`src/rtl/pc_pkg.sv`:
```
// pc_pkg: shared definitions for the program-counter unit.
//   PC_N_DEFAULT            default PC width in bits
//   PC_RESET_VECTOR_DEFAULT PC value after reset
//   PC_TRAP_VECTOR_DEFAULT  PC value after a stack fault (trap builds only)
//   pc_op_t                 operation chosen by the priority encoder each cycle
package pc_pkg;

    localparam int          PC_N_DEFAULT            = 16;
    localparam logic [15:0] PC_RESET_VECTOR_DEFAULT = 16'h0080;
    localparam logic [15:0] PC_TRAP_VECTOR_DEFAULT  = 16'h0001;

    typedef enum logic [2:0] {
        PC_HOLD,
        PC_INC,
        PC_LOAD,
        PC_CALL,
        PC_RET,
        PC_TRAP
    } pc_op_t;

endpackage

```
`src/rtl/pc_ras.sv`:
```
// pc_ras: return-address stack (LIFO) of DEPTH entries, N bits each.
// Ports:
//   Clock, Reset   rising-edge clock, asynchronous active-high reset
//   push, din      write din at the next free slot and grow the stack
//   pop            shrink the stack by one entry
//   top            most recently pushed entry (undefined when empty)
//   sp_count       number of valid entries, 0..DEPTH
// The parent never asserts push and pop together and never pushes when
// full or pops when empty.
module pc_ras
    import pc_pkg::*;
#(
    parameter int N     = PC_N_DEFAULT,
    parameter int DEPTH = 4
) (
    input  logic                     Clock,
    input  logic                     Reset,
    input  logic                     push,
    input  logic                     pop,
    input  logic [N-1:0]             din,
    output logic [N-1:0]             top,
    output logic [$clog2(DEPTH):0]   sp_count
);

    localparam int AW = $clog2(DEPTH);

    logic [N-1:0] mem [DEPTH];
    logic [AW-1:0] wr_idx;
    logic [AW-1:0] rd_idx;

    // The low AW bits of sp_count address the next free slot; the entry
    // below it is the top. At sp_count == DEPTH the low bits are zero and
    // the subtraction wraps to DEPTH-1, which is the correct top.
    assign wr_idx = sp_count[AW-1:0];
    assign rd_idx = wr_idx - AW'(1);
    assign top    = mem[rd_idx];

    // Storage carries no reset: contents are meaningless until pushed.
    always_ff @(posedge Clock) begin
        if (push) begin
            mem[wr_idx] <= din;
        end
    end

    always_ff @(posedge Clock or posedge Reset) begin
        if (Reset) begin
            sp_count <= '0;
        end else if (push) begin
            sp_count <= sp_count + 1'b1;
        end else if (pop) begin
            sp_count <= sp_count - 1'b1;
        end
    end

endmodule

```
`src/rtl/pc_stack_unit.sv`:
```
// pc_stack_unit: program counter with branch, call and return support.
// Ports:
//   Clock, Reset     rising-edge clock, asynchronous active-high reset
//   R                branch/call target
//   Rin, inc         branch load / sequential increment
//   call, ret        subroutine call (push Q+1, load R) / return (pop to Q)
//   Q                current PC
//   sp_count         valid return-stack entries
//   stack_full/empty decodes of sp_count
//   fault            sticky stack overflow/underflow flag
// Handshake: none. Each request input is sampled on every rising edge and
// consumed in that cycle; priority is ret > call > Rin > inc > hold.
// Build option: define PC_STACK_TRAP_EN to send stack overflow/underflow
// to TRAP_VECTOR and raise fault. Without it, an overflowing call drops
// its push but still jumps, an underflowing ret acts as inc, and fault
// stays 0.
module pc_stack_unit
    import pc_pkg::*;
#(
    parameter int         N            = PC_N_DEFAULT,
    parameter logic [N-1:0] RESET_VECTOR = N'(PC_RESET_VECTOR_DEFAULT),
    parameter int         DEPTH        = 4,
    parameter logic [N-1:0] TRAP_VECTOR  = N'(PC_TRAP_VECTOR_DEFAULT)
) (
    input  logic                   Clock,
    input  logic                   Reset,
    input  logic [N-1:0]           R,
    input  logic                   Rin,
    input  logic                   inc,
    input  logic                   call,
    input  logic                   ret,
    output logic [N-1:0]           Q,
    output logic [$clog2(DEPTH):0] sp_count,
    output logic                   stack_full,
    output logic                   stack_empty,
    output logic                   fault
);

    localparam int SPW = $clog2(DEPTH) + 1;

    pc_op_t       op;
    logic [N-1:0] q_plus1;
    logic [N-1:0] ras_top;
    logic         push;
    logic         pop;

    assign q_plus1     = Q + N'(1);
    assign stack_full  = (sp_count == SPW'(DEPTH));
    assign stack_empty = (sp_count == '0);

    // Priority encoder: resolves request priority and stack faults so the
    // stack only ever sees a legal push or a legal pop.
    always_comb begin
        op = PC_HOLD;
        if (ret) begin
            if (!stack_empty) begin
                op = PC_RET;
            end else begin
`ifdef PC_STACK_TRAP_EN
                op = PC_TRAP;
`else
                op = PC_INC;
`endif
            end
        end else if (call) begin
            if (!stack_full) begin
                op = PC_CALL;
            end else begin
`ifdef PC_STACK_TRAP_EN
                op = PC_TRAP;
`else
                op = PC_LOAD;
`endif
            end
        end else if (Rin) begin
            op = PC_LOAD;
        end else if (inc) begin
            op = PC_INC;
        end
    end

    assign push = (op == PC_CALL);
    assign pop  = (op == PC_RET);

    pc_ras #(
        .N     (N),
        .DEPTH (DEPTH)
    ) u_ras (
        .Clock    (Clock),
        .Reset    (Reset),
        .push     (push),
        .pop      (pop),
        .din      (q_plus1),
        .top      (ras_top),
        .sp_count (sp_count)
    );

    // PC_TRAP cannot be selected in the silent build; its arm is harmless.
    always_ff @(posedge Clock or posedge Reset) begin
        if (Reset) begin
            Q <= RESET_VECTOR;
        end else begin
            case (op)
                PC_INC:           Q <= q_plus1;
                PC_LOAD, PC_CALL: Q <= R;
                PC_RET:           Q <= ras_top;
                PC_TRAP:          Q <= TRAP_VECTOR;
                default:          Q <= Q;
            endcase
        end
    end

`ifdef PC_STACK_TRAP_EN
    always_ff @(posedge Clock or posedge Reset) begin
        if (Reset) begin
            fault <= 1'b0;
        end else if (op == PC_TRAP) begin
            fault <= 1'b1;
        end
    end
`else
    assign fault = 1'b0;
`endif

endmodule

```
`config.mk`:
```
export PLATFORM = sky130hd
export DESIGN_NAME = pc_stack_unit
export DESIGN_NICKNAME = d
export VERILOG_FILES = /design/src/rtl/pc_pkg.sv /design/src/rtl/pc_ras.sv /design/src/rtl/pc_stack_unit.sv
export SDC_FILE = /design/constraint.sdc
export NUM_CORES = 1
export LEC_CHECK = 0
export CAP_MARGIN = 20
export CORE_MARGIN = 4
export CORE_UTILIZATION = 60
export DETAILED_ROUTE_END_ITERATION = 10
export PLACE_DENSITY = 0.86
export REMOVE_ABC_BUFFERS = 1
export SYNTH_ARGS = -nofsm -noshare
export SYNTH_HDL_FRONTEND = slang
export SYNTH_SLANG_ARGS = --single-unit
export TNS_END_PERCENT = 1
```
`constraint.sdc`:
```
create_clock -name Clock -period 7.32 [get_ports Clock]
set_input_delay 1.098 -clock Clock [delete_from_list [all_inputs] [get_ports Clock]]
set_output_delay 1.098 -clock Clock [all_outputs]
set_load 0.02 [all_outputs]
```
==> results of run 1 <==
==> worst min-delay path by stage <==
stage	endpoint	depth (start not counted)
floorplan	Q[7]	2
global placement	u_ras.sp_count[2]	1
detailed placement	u_ras.sp_count[2]	1
CTS	u_ras.sp_count[2]	1
global route	u_ras.sp_count[2]	1
finish	u_ras.sp_count[2]	1
==> stage by stage <==
stage | hold WS [ns] | setup slack (ns) | instance area [um2]
final | 0.531 | 3.93 | 4560
after global routing | 0.569 | 3.77 | 4560
after CTS | 0.528 | 3.90 | 4560
after detailed placement | 0.513 | 3.74 | 4360
after global placement | 0.495 | 3.84 | 4360
after floorplan | 0.603 | 4.45 | 3820
==> metal layers <==
layer  track usage (%)  vias to the layer above
li1                  -                     1135
met1              31.2                     1331
met2              38.6                      121
met3              4.56                       15
met4              10.2                        0
met5                 0                        -
==> state kept, by name (all words and copies together), names as in the netlist <==
signal          count
Q                  16
u_ras.sp_count      3
u_ras.mem          64
==> cell families after synthesis <==
| family | synth area share, % |
|---|---|
| flip-flops | 61.8 |
| AND/OR/NAND/NOR | 9.89 |
| AO/OA/AOI/OAI | 9.96 |
| buffers and inverters | 2.77 |
| multiplexers | 10.2 |
| XOR/XNOR | 3.16 |
| adder cells (fa/ha/maj) | 2.13 |
| other | 0.0966 |
==> worst reg2reg max path, delay by kind of cell, from the launching register on <==
family          cells  cell delay (ns)
mux                 1             0.43
simple gates        1             0.22
fa+ha+maj           1             0.80
buf+inv             2             0.48
compound gates      2             0.39
flops               1             0.33
==> cells in the final DEF, fill, tap and decap left out, types with 7 or more instances in the layout <==
| cell type | instances |
|---|---|
| a21oi_1 | 16 |
| a22oi_1 | 9 |
| and3_1 | 7 |
| clkbuf_8 | 10 |
| clkdlybuf4s50_1 | 42 |
| dfrtp_1 | 18 |
| edfxtp_1 | 64 |
| inv_1 | 11 |
| mux4_2 | 12 |
| nand2_1 | 8 |
| nand2b_1 | 7 |
| nand3_1 | 7 |
| nor2_1 | 14 |
| xnor2_1 | 9 |
==> where the power goes <==
group,total (uW),switching [uW],internal [uW],leakage (uW)
logic,762,403,358,0.000737
registers,795,115,681,0.000805
clock network,330,163,167,0.0000926
==> layout make-up <==
cell class	instances	area (um2)	share of cell area, %
Multi-Input combinational cell	163	1380	30.3
Clock inverter	4	50.0	1.10
Tap cell	77	96.3	2.11
Inverter	11	41.3	0.905
Timing Repair Buffer	46	450	9.87
Clock buffer	12	145	3.18
Sequential cell	83	2400	52.5
==> results.md, run 1 <==
* Slowest stage delay, CP at 0.54 ns
* Die area at 7820 um2
* Main area contributors after synthesis: edfxtp_1 (50%), dfrtp_1 (12%), mux4_2 (7.0%)
* CTS resizes at 0
* Startpoint Class: flop
* Reg clk slew, reported paths at 0.08 ns
* CTS tree: done
* Worst Reg-to-Reg Cells at 7
* Syn. warnings at 0
* FMAX at 295 MHz
* Area delta synth->final at 17.6%
* Htree depth at 3
* Yosys reg bits at 83
* Non-Filler Instances at 396
* Largest net degree at the start of global routing at 23
* Die width at 88.4 um
* Stages on worst setup path at 6
* Vias in the first global route at 2539
* Final hold violations at 0
* Starting density of the core at 61.5%
* Max-Cap Viols at 0
* Share of layout cells above drive strength 1 at 12.2%
* Netlist cell types at 54
* Delay-heaviest family, CP: buffers and inverters
* DRT Pass-1 Iters at 5
* Setup_tns at 0 ns
* Wire length on met1 at 3.58 mm
* Post-synth top area cell: edfxtp_1
* Unrepaired setup endpoints after global routing: no
* CP most frequent cell: inv_1
* Areal power density over the cells at 413 nW/um2
* DR vias/cell at 6.57
* ANT nets after route at 0
* First-pass GRT wire length at 13.2 mm
* GPL Wtd Cong at 0.783
* R2r endpoint: Q[11]
* Avg Cell Area, Syn at 14.4 um2
* Slew Limit Fails at 0
* Skew final at 0.0101 ns
* Status: finished clean
* Post-CTS Hold Buffers at 0
* Met2 WL at 4.35 mm
* Crit path capture type: primary output
* Initial DRC Count at 252
* # fillers at 439
* Clock Latency Late Sink at 0.36 ns
* # diodes at 0
* Clk buf depth at 2
* Inserted Clock Buffers at 9
* Utilization after layout at 72.3%
* Worst min-delay path category: reg2reg
* Flop2flop setup slack at 4.57 ns
* Slew @ Worst Pin at 0.929 ns
* Critical path fanouts, max at 22
* Critical path's slowest cell: clkdlybuf4s50_1
* Most instantiated cells after synthesis: edfxtp_1 (64), dfrtp_1 (18), a21oi_1 (16)
* # rows at 29
* Post-synthesis cell area at 3880 um2
* Most frequent cell after synthesis: edfxtp_1
* Final min period at 3.39 ns
* DRT Wirelength at 8.66 mm
* Met3 wire len at 566 um
* Sequential area share after synthesis at 61.8%
* Setup bufs post-CTS at 0
* Slew Limit Headroom at 38.1%
* Remaining global-route overflow at 0
* PortBufs at 42
* Clock Root Buffer: clkbuf_8
* Crit path required time at 6.22 ns
* Total power at 1890 uW
* Hold path start: u_ras.sp_count[2]
* Die height at 88.4 um
* Final #Nets at 342
* Ys flop type: edfxtp_1
* Drt wl/cell at 21.9 um
* Period utilization at 46.3%
* Placed Cells at 379
* Buf/Inv on CP at 4
* Via Count at 2602
* Crit path from: u_ras.sp_count[0]
* Initial antenna violation count at 0
* DRC Markers at 0
* Highest routed layer: met4
* Worst vdd ir at 0.308 mV
* Core area at 6310 um2
* Hpwl dp at 5.58 mm
* CP endpoint: stack_empty
* CP Class: reg2out
* Leakage at 0.00163 uW
* Clk sinks at 83
* Total GRT Usage at 23.7%
* CP arrival at 2.29 ns
* EDFF count, synth at 64
* CP Cell Sequence: buf_4 > inv_1 > ha_1 > nand2b_1 > inv_1 > clkdlybuf4s50_1
* Top Ports at 44
* Setup violators final at 0
* Area share of the largest cell type after synthesis at 49.5%
* Async set-reset flop share out of synthesis at 22.9%
* Post-Synthesis Cells at 270
* Reg2reg start: u_ras.sp_count[0]
Power figures use the tool's default switching activity.
==> run 2: changes to the inputs <==
Settings changed: CORE_UTILIZATION 60 to 50, PLACE_DENSITY 0.86 to 0.77.
Clock period 7.32 ns to 3.1 ns, I/O delays scaled along.
==> results.md, run 2 (synthesized netlist as in run 1, its figures left out) <==
* Status: finished clean
* Hpwl dp at 5.65 mm (+1.4%)
* Final #Nets at 346 (+1.2%)
* Startpoint Class: flop
* Worst Hold End: u_ras.sp_count[2]
* Largest regs: u_ras.mem x64, Q x16, u_ras.sp_count x3
* Setup bufs post-CTS at 0 (unchanged)
* Area delta synth->final at 19.4%
* Worst min-delay path category: reg2reg
* R2r endpoint: Q[5]
* Final min period at 2.49 ns
* Worst vdd ir at 0.447 mV (+45%)
* CP arrival at 2.03 ns (-0.26 ns)
* Crit path capture type: primary output
* Reg2reg start: u_ras.sp_count[1]
* Share of layout cells above drive strength 1 at 13.0% (+0.78 points)
* Slew Limit Headroom at 25.3% (-13 points)
* Unrepaired setup endpoints after global routing: no
* Commonest non-fill, non-tap cell in the layout: edfxtp_1
* Clk buf depth at 2 (unchanged)
* DRT Wirelength at 8.64 mm (-0.21%)
* First-pass GRT wire length at 13.8 mm (+4.0%)
* Die width at 96.1 um (+8.7%)
* Die height at 96.1 um (+8.7%)
* Crit path required time at 2.63 ns (-3.59 ns)
* Hold slack at 0.513 ns (-0.0181 ns)
* CTS resizes at 0 (unchanged)
* DR vias/cell at 5.99 (-8.8%)
* Die area at 9240 um2 (+18%)
* Htree depth at 3 (unchanged)
* # rows at 31 (+6.9%)
* CP Class: reg2out
* Worst Reg-to-Reg Cells at 6 (-1)
* Max-Cap Viols at 0 (unchanged)
* Slew @ Worst Pin at 1.12 ns (+0.192 ns)
* Clock Root Buffer: clkbuf_8
* Top Ports at 44 (unchanged)
* Initial DRC Count at 245 (-2.8%)
* Leakage at 0.00166 uW (+1.6%)
* Crit path from: u_ras.sp_count[1]
* Via Count at 2528 (-2.8%)
* Critical path fanouts, max at 10 (-55%)
* Slew Limit Fails at 0 (unchanged)
* Inserted Clock Buffers at 9 (unchanged)
* Starting density of the core at 52.4% (-9.1 points)
* Flop2flop setup slack at 0.64 ns (-3.93 ns)
* Drt wl/cell at 20.5 um (-6.4%)
* Placed Cells at 406 (+7.1%)
* DRC Markers at 0 (unchanged)
* Commonest cells after routing, fill and taps aside: edfxtp_1 (64), clkdlybuf4s50_1 (42), dfrtp_1 (18), a21oi_1 (16), nor2_1 (14)
* ANT nets after route at 0 (unchanged)
* Period utilization at 80.4%
* Core area at 7410 um2 (+17%)
* FMAX at 401 MHz
* Final hold violations at 0 (unchanged)
* Hold path start: u_ras.sp_count[2]
* Initial antenna violation count at 0 (unchanged)
* Skew final at 0.0109 ns (+0.000842 ns)
* Non-Filler Instances at 422 (+6.6%)
* CTS tree: done
* CP Cell Sequence: inv_1 > ha_1 > nand2b_1 > inv_1 > clkdlybuf4s50_1
* DRT Pass-1 Iters at 4 (-1)
* Clock Latency Late Sink at 0.35 ns (about the same)
* Clk sinks at 83 (unchanged)
* Biggest register: u_ras.mem
* Largest net degree at the start of global routing at 22 (-4.3%)
* Reg clk slew, reported paths at 0.08 ns (about the same)
* Max reg flops at 64 (unchanged)
* Areal power density over the cells at 975 nW/um2 (+140%)
* PortBufs at 42 (unchanged)
* Post-CTS Hold Buffers at 0 (unchanged)
* Critical path's slowest cell: clkdlybuf4s50_1
* Slowest stage delay, CP at 0.60 ns (+0.06 ns)
* # diodes at 0 (unchanged)
* Remaining global-route overflow at 0 (unchanged)
* Total GRT Usage at 20.5% (-3.1 points)
* Setup violators final at 0 (unchanged)
* CP most frequent cell: inv_1
* GPL Wtd Cong at 0.833 (+6.5%)
* Setup_tns at 0 ns (unchanged)
* Vias in the first global route at 2573 (+1.3%)
* Hold path depth at 1 (unchanged)
run 2: area by class of cell:
cell class,count,area [um2]
sequential,83,2400
tap,99,124
fill,579,2770
timing repair buffer,50,480
multi-input combinational,163,1380
inverter,11,41.3
clock buffer,11,131
clock inverter,5,78.8
run 2: how the worst max path moves through the flow:
stage,end,slack [ns],cells after the start
after floorplan,Q[12],0.24,6
after global placement,Q[5],0.46,5
after detailed placement,Q[6],0.40,5
after CTS,stack_empty,0.57,5
after global routing,stack_empty,0.48,5
final,stack_empty,0.61,5
run 2: worst max-delay path: cells and delay by family (launching register included):
| family | cells | cell delay (ns) |
|---|---|---|
| DFF | 1 | 0.46 |
| adders and majority gates | 1 | 0.16 |
| and+or+nand+nor | 1 | 0.23 |
| buffers and inverters | 3 | 0.82 |
run 2: metal layers:
| metal | global-route usage (%) | vias up | part of all wire, % |
|---|---|---|---|
| met3 | 3.83 | 12 | 6.2 |
| li1 | - | 1151 | - |
| met2 | 32.4 | 75 | 48 |
| met5 | 0 | - | 0 |
| met1 | 28.0 | 1290 | 44 |
| met4 | 8.41 | 0 | 1.5 |
run 2: power by group:
part           total [uW]  internal [uW]  leakage (uW)  switching [uW]
combinational        1820            861      0.000758             963
clock                 828            452     0.0000972             376
sequential           1870           1610      0.000805             262
total                4520           2920       0.00166            1600
run 2: metrics by stage:
stage	total power, uW	utilization [%]	area (um2)	setup WS, ns
final	4520	62.6	4640	0.609
after global routing	4800	62.6	4640	0.479
after CTS	4550	62.6	4640	0.565
after detailed placement	3720	59.8	4430	0.401
after global placement	3650	59.8	4430	0.462
after floorplan	3000	-	3820	0.241
==> run 3: changes to the inputs <==
Settings changed: CORE_UTILIZATION 50 to 56, PLACE_DENSITY 0.77 to 0.82.
Clock period 3.1 ns to 2.3 ns, I/O delays scaled along.
==> results.md, run 3 (synthesized netlist as in run 1, its figures left out) <==
* Starting density of the core at 57.5% (+5.1 points)
* ANT nets after route at 0 (unchanged)
* Clk buf depth at 2 (unchanged)
* Status: finished clean
* DR vias/cell at 6.35 (+5.9%)
* PortBufs at 42 (unchanged)
* Initial DRC Count at 231 (-5.7%)
* Clk sinks at 83 (unchanged)
* Crit path required time at 1.96 ns (-0.67 ns)
* Slew Limit Fails at 0 (unchanged)
* Reg clk slew, reported paths at 0.08 ns (about the same)
* Max-Cap Viols at 0 (unchanged)
* Htree depth at 3 (unchanged)
* # fillers at 467 (-19%)
* Startpoint Class: flop
* GPL Wtd Cong at 0.825 (-0.96%)
* Total GRT Usage at 22.8% (+2.3 points)
* PnR worst setup slack at 0.152 ns (-0.457 ns)
* Setup violators final at 0 (unchanged)
* DRC Markers at 0 (unchanged)
* Largest net degree at the start of global routing at 22 (unchanged)
* Pre-CTS setup slack at 0.189 ns (-0.212 ns)
* Die height at 91.3 um (-5.1%)
* Clock Latency Late Sink at 0.35 ns (about the same)
* Share of layout cells above drive strength 1 at 18.3% (+5.3 points)
* CTS tree: done
* CP arrival at 1.80 ns (-0.23 ns)
* Final min period at 2.15 ns
* Period utilization at 93.4%
* Leakage at 0.00179 uW (+7.9%)
* Final #Nets at 362 (+4.6%)
* Max reg flops at 64 (unchanged)
* Skew final at 0.00635 ns (-0.00459 ns)
* Crit path capture type: primary output
* First-pass GRT wire length at 14.4 mm (+4.3%)
* # diodes at 0 (unchanged)
* FMAX at 466 MHz
* Die area at 8330 um2 (-9.8%)
* Drt wl/cell at 21.3 um (+3.9%)
* Worst vdd ir at 0.669 mV (+50%)
* Post-CTS Hold Buffers at 0 (unchanged)
* Unrepaired setup endpoints after global routing: no
* Biggest register: u_ras.mem
* Core area at 6760 um2 (-8.8%)
* Top Ports at 44 (unchanged)
* Worst min-delay path category: in2async
* Via Count at 2659 (+5.2%)
* Hpwl dp at 5.89 mm (+4.2%)
* Critical path fanouts, max at 2 (-8)
* Commonest non-fill, non-tap cell in the layout: edfxtp_1
* Area delta synth->final at 23.8%
* Inserted Clock Buffers at 9 (unchanged)
* Commonest cells after routing, fill and taps aside: edfxtp_1 (64), clkdlybuf4s50_1 (41), buf_4 (20), dfrtp_1 (18), a21oi_1 (16)
* Clock Root Buffer: clkbuf_8
* Vias in the first global route at 2791 (+8.5%)
* Setup bufs post-CTS at 0 (unchanged)
* Die width at 91.3 um (-5.1%)
* Hold slack at 0.317 ns (-0.196 ns)
* Areal power density over the cells at 1320 nW/um2 (+35%)
* CP Class: reg2out
* DRT Wirelength at 8.92 mm (+3.2%)
* DRT Pass-1 Iters at 5 (+1)
* Initial antenna violation count at 0 (unchanged)
* Total power at 6340 uW (+40%)
* Remaining global-route overflow at 0 (unchanged)
* Final hold violations at 0 (unchanged)
* # rows at 30 (-3.2%)
* Largest regs: u_ras.mem x64, Q x16, u_ras.sp_count x3
-- run 3: cell types whose count changed in the layout (fill, tap and decap cells not counted) --
cell and change:
buf_4 +12, dlymetal6s2s_1 +1, clkinvlp_4 -2, clkbuf_1 -2, clkbuf_8 +2, clkinv_2 +3, nand2b_1 -1, clkdlybuf4s50_1 -1
nand2b_2 +1, buf_12 +4, clkinv_1 -1
-- run 3: final timing paths --
kind | slack, ns | cells past startpoint | from | endpoint
worst max-delay path | 0.15 | 4 | u_ras.sp_count[0] | stack_full
worst min-delay path | 0.32 | 3 | Reset | u_ras.sp_count[1]
worst max register to register | 0.23 | 6 | u_ras.sp_count[0] | Q[12]
worst min register to register | 0.53 | 1 | u_ras.sp_count[2] | u_ras.sp_count[2]
max in group asynchronous | 1.71 | 3 | Reset | Q[7]
min in group Clock | 0.53 | 1 | u_ras.sp_count[2] | u_ras.sp_count[2]
-- run 3: cell type report --
cell class                      instances  area, um2  area share [%]
Tap cell                               80        100            2.08
Clock inverter                          5       75.1            1.56
Sequential cell                        83       2400            49.9
Timing Repair Buffer                   66        653            13.6
Clock buffer                           11        151            3.15
Multi-Input combinational cell        163       1390            28.8
Inverter                               11       41.3           0.859
-- run 3: where the power goes --
part | switching, uW | leakage [uW] | internal, uW
clock network | 503 | 0.000119 | 665
logic | 1390 | 0.000867 | 1290
registers | 328 | 0.000805 | 2160
-- run 3: routing by layer --
metal  vias up  GRT usage, %  wire [um]
met4         0          9.67        177
met2       110          36.8       4470
met5         -             0          0
met1      1347          29.3       3690
li1       1184             -          -
met3        18          5.97        587
-- run 3: what timing repair did --
item	4_1_cts	5_1_grt
endpoints found under the setup margin	1	1
cloned	0	0
resized for setup	1	1
-- run 3: per-stage QoR --
stage	cells	util (%)	cell area, um2	TNS (ns)
after detailed placement	403	67.7	4570	0
final	419	71.1	4800	0
after CTS	419	71.1	4800	0
after floorplan	257	-	3820	-30.76
after global routing	419	71.1	4800	0
after global placement	403	67.7	4570	0
-- run 3: worst max-delay path, cell delays in order (launching register included) --
cell             delay, ns
dfrtp_1               0.41
inv_1                 0.10
ha_1                  0.18
and2_1                0.15
clkdlybuf4s50_1       0.61
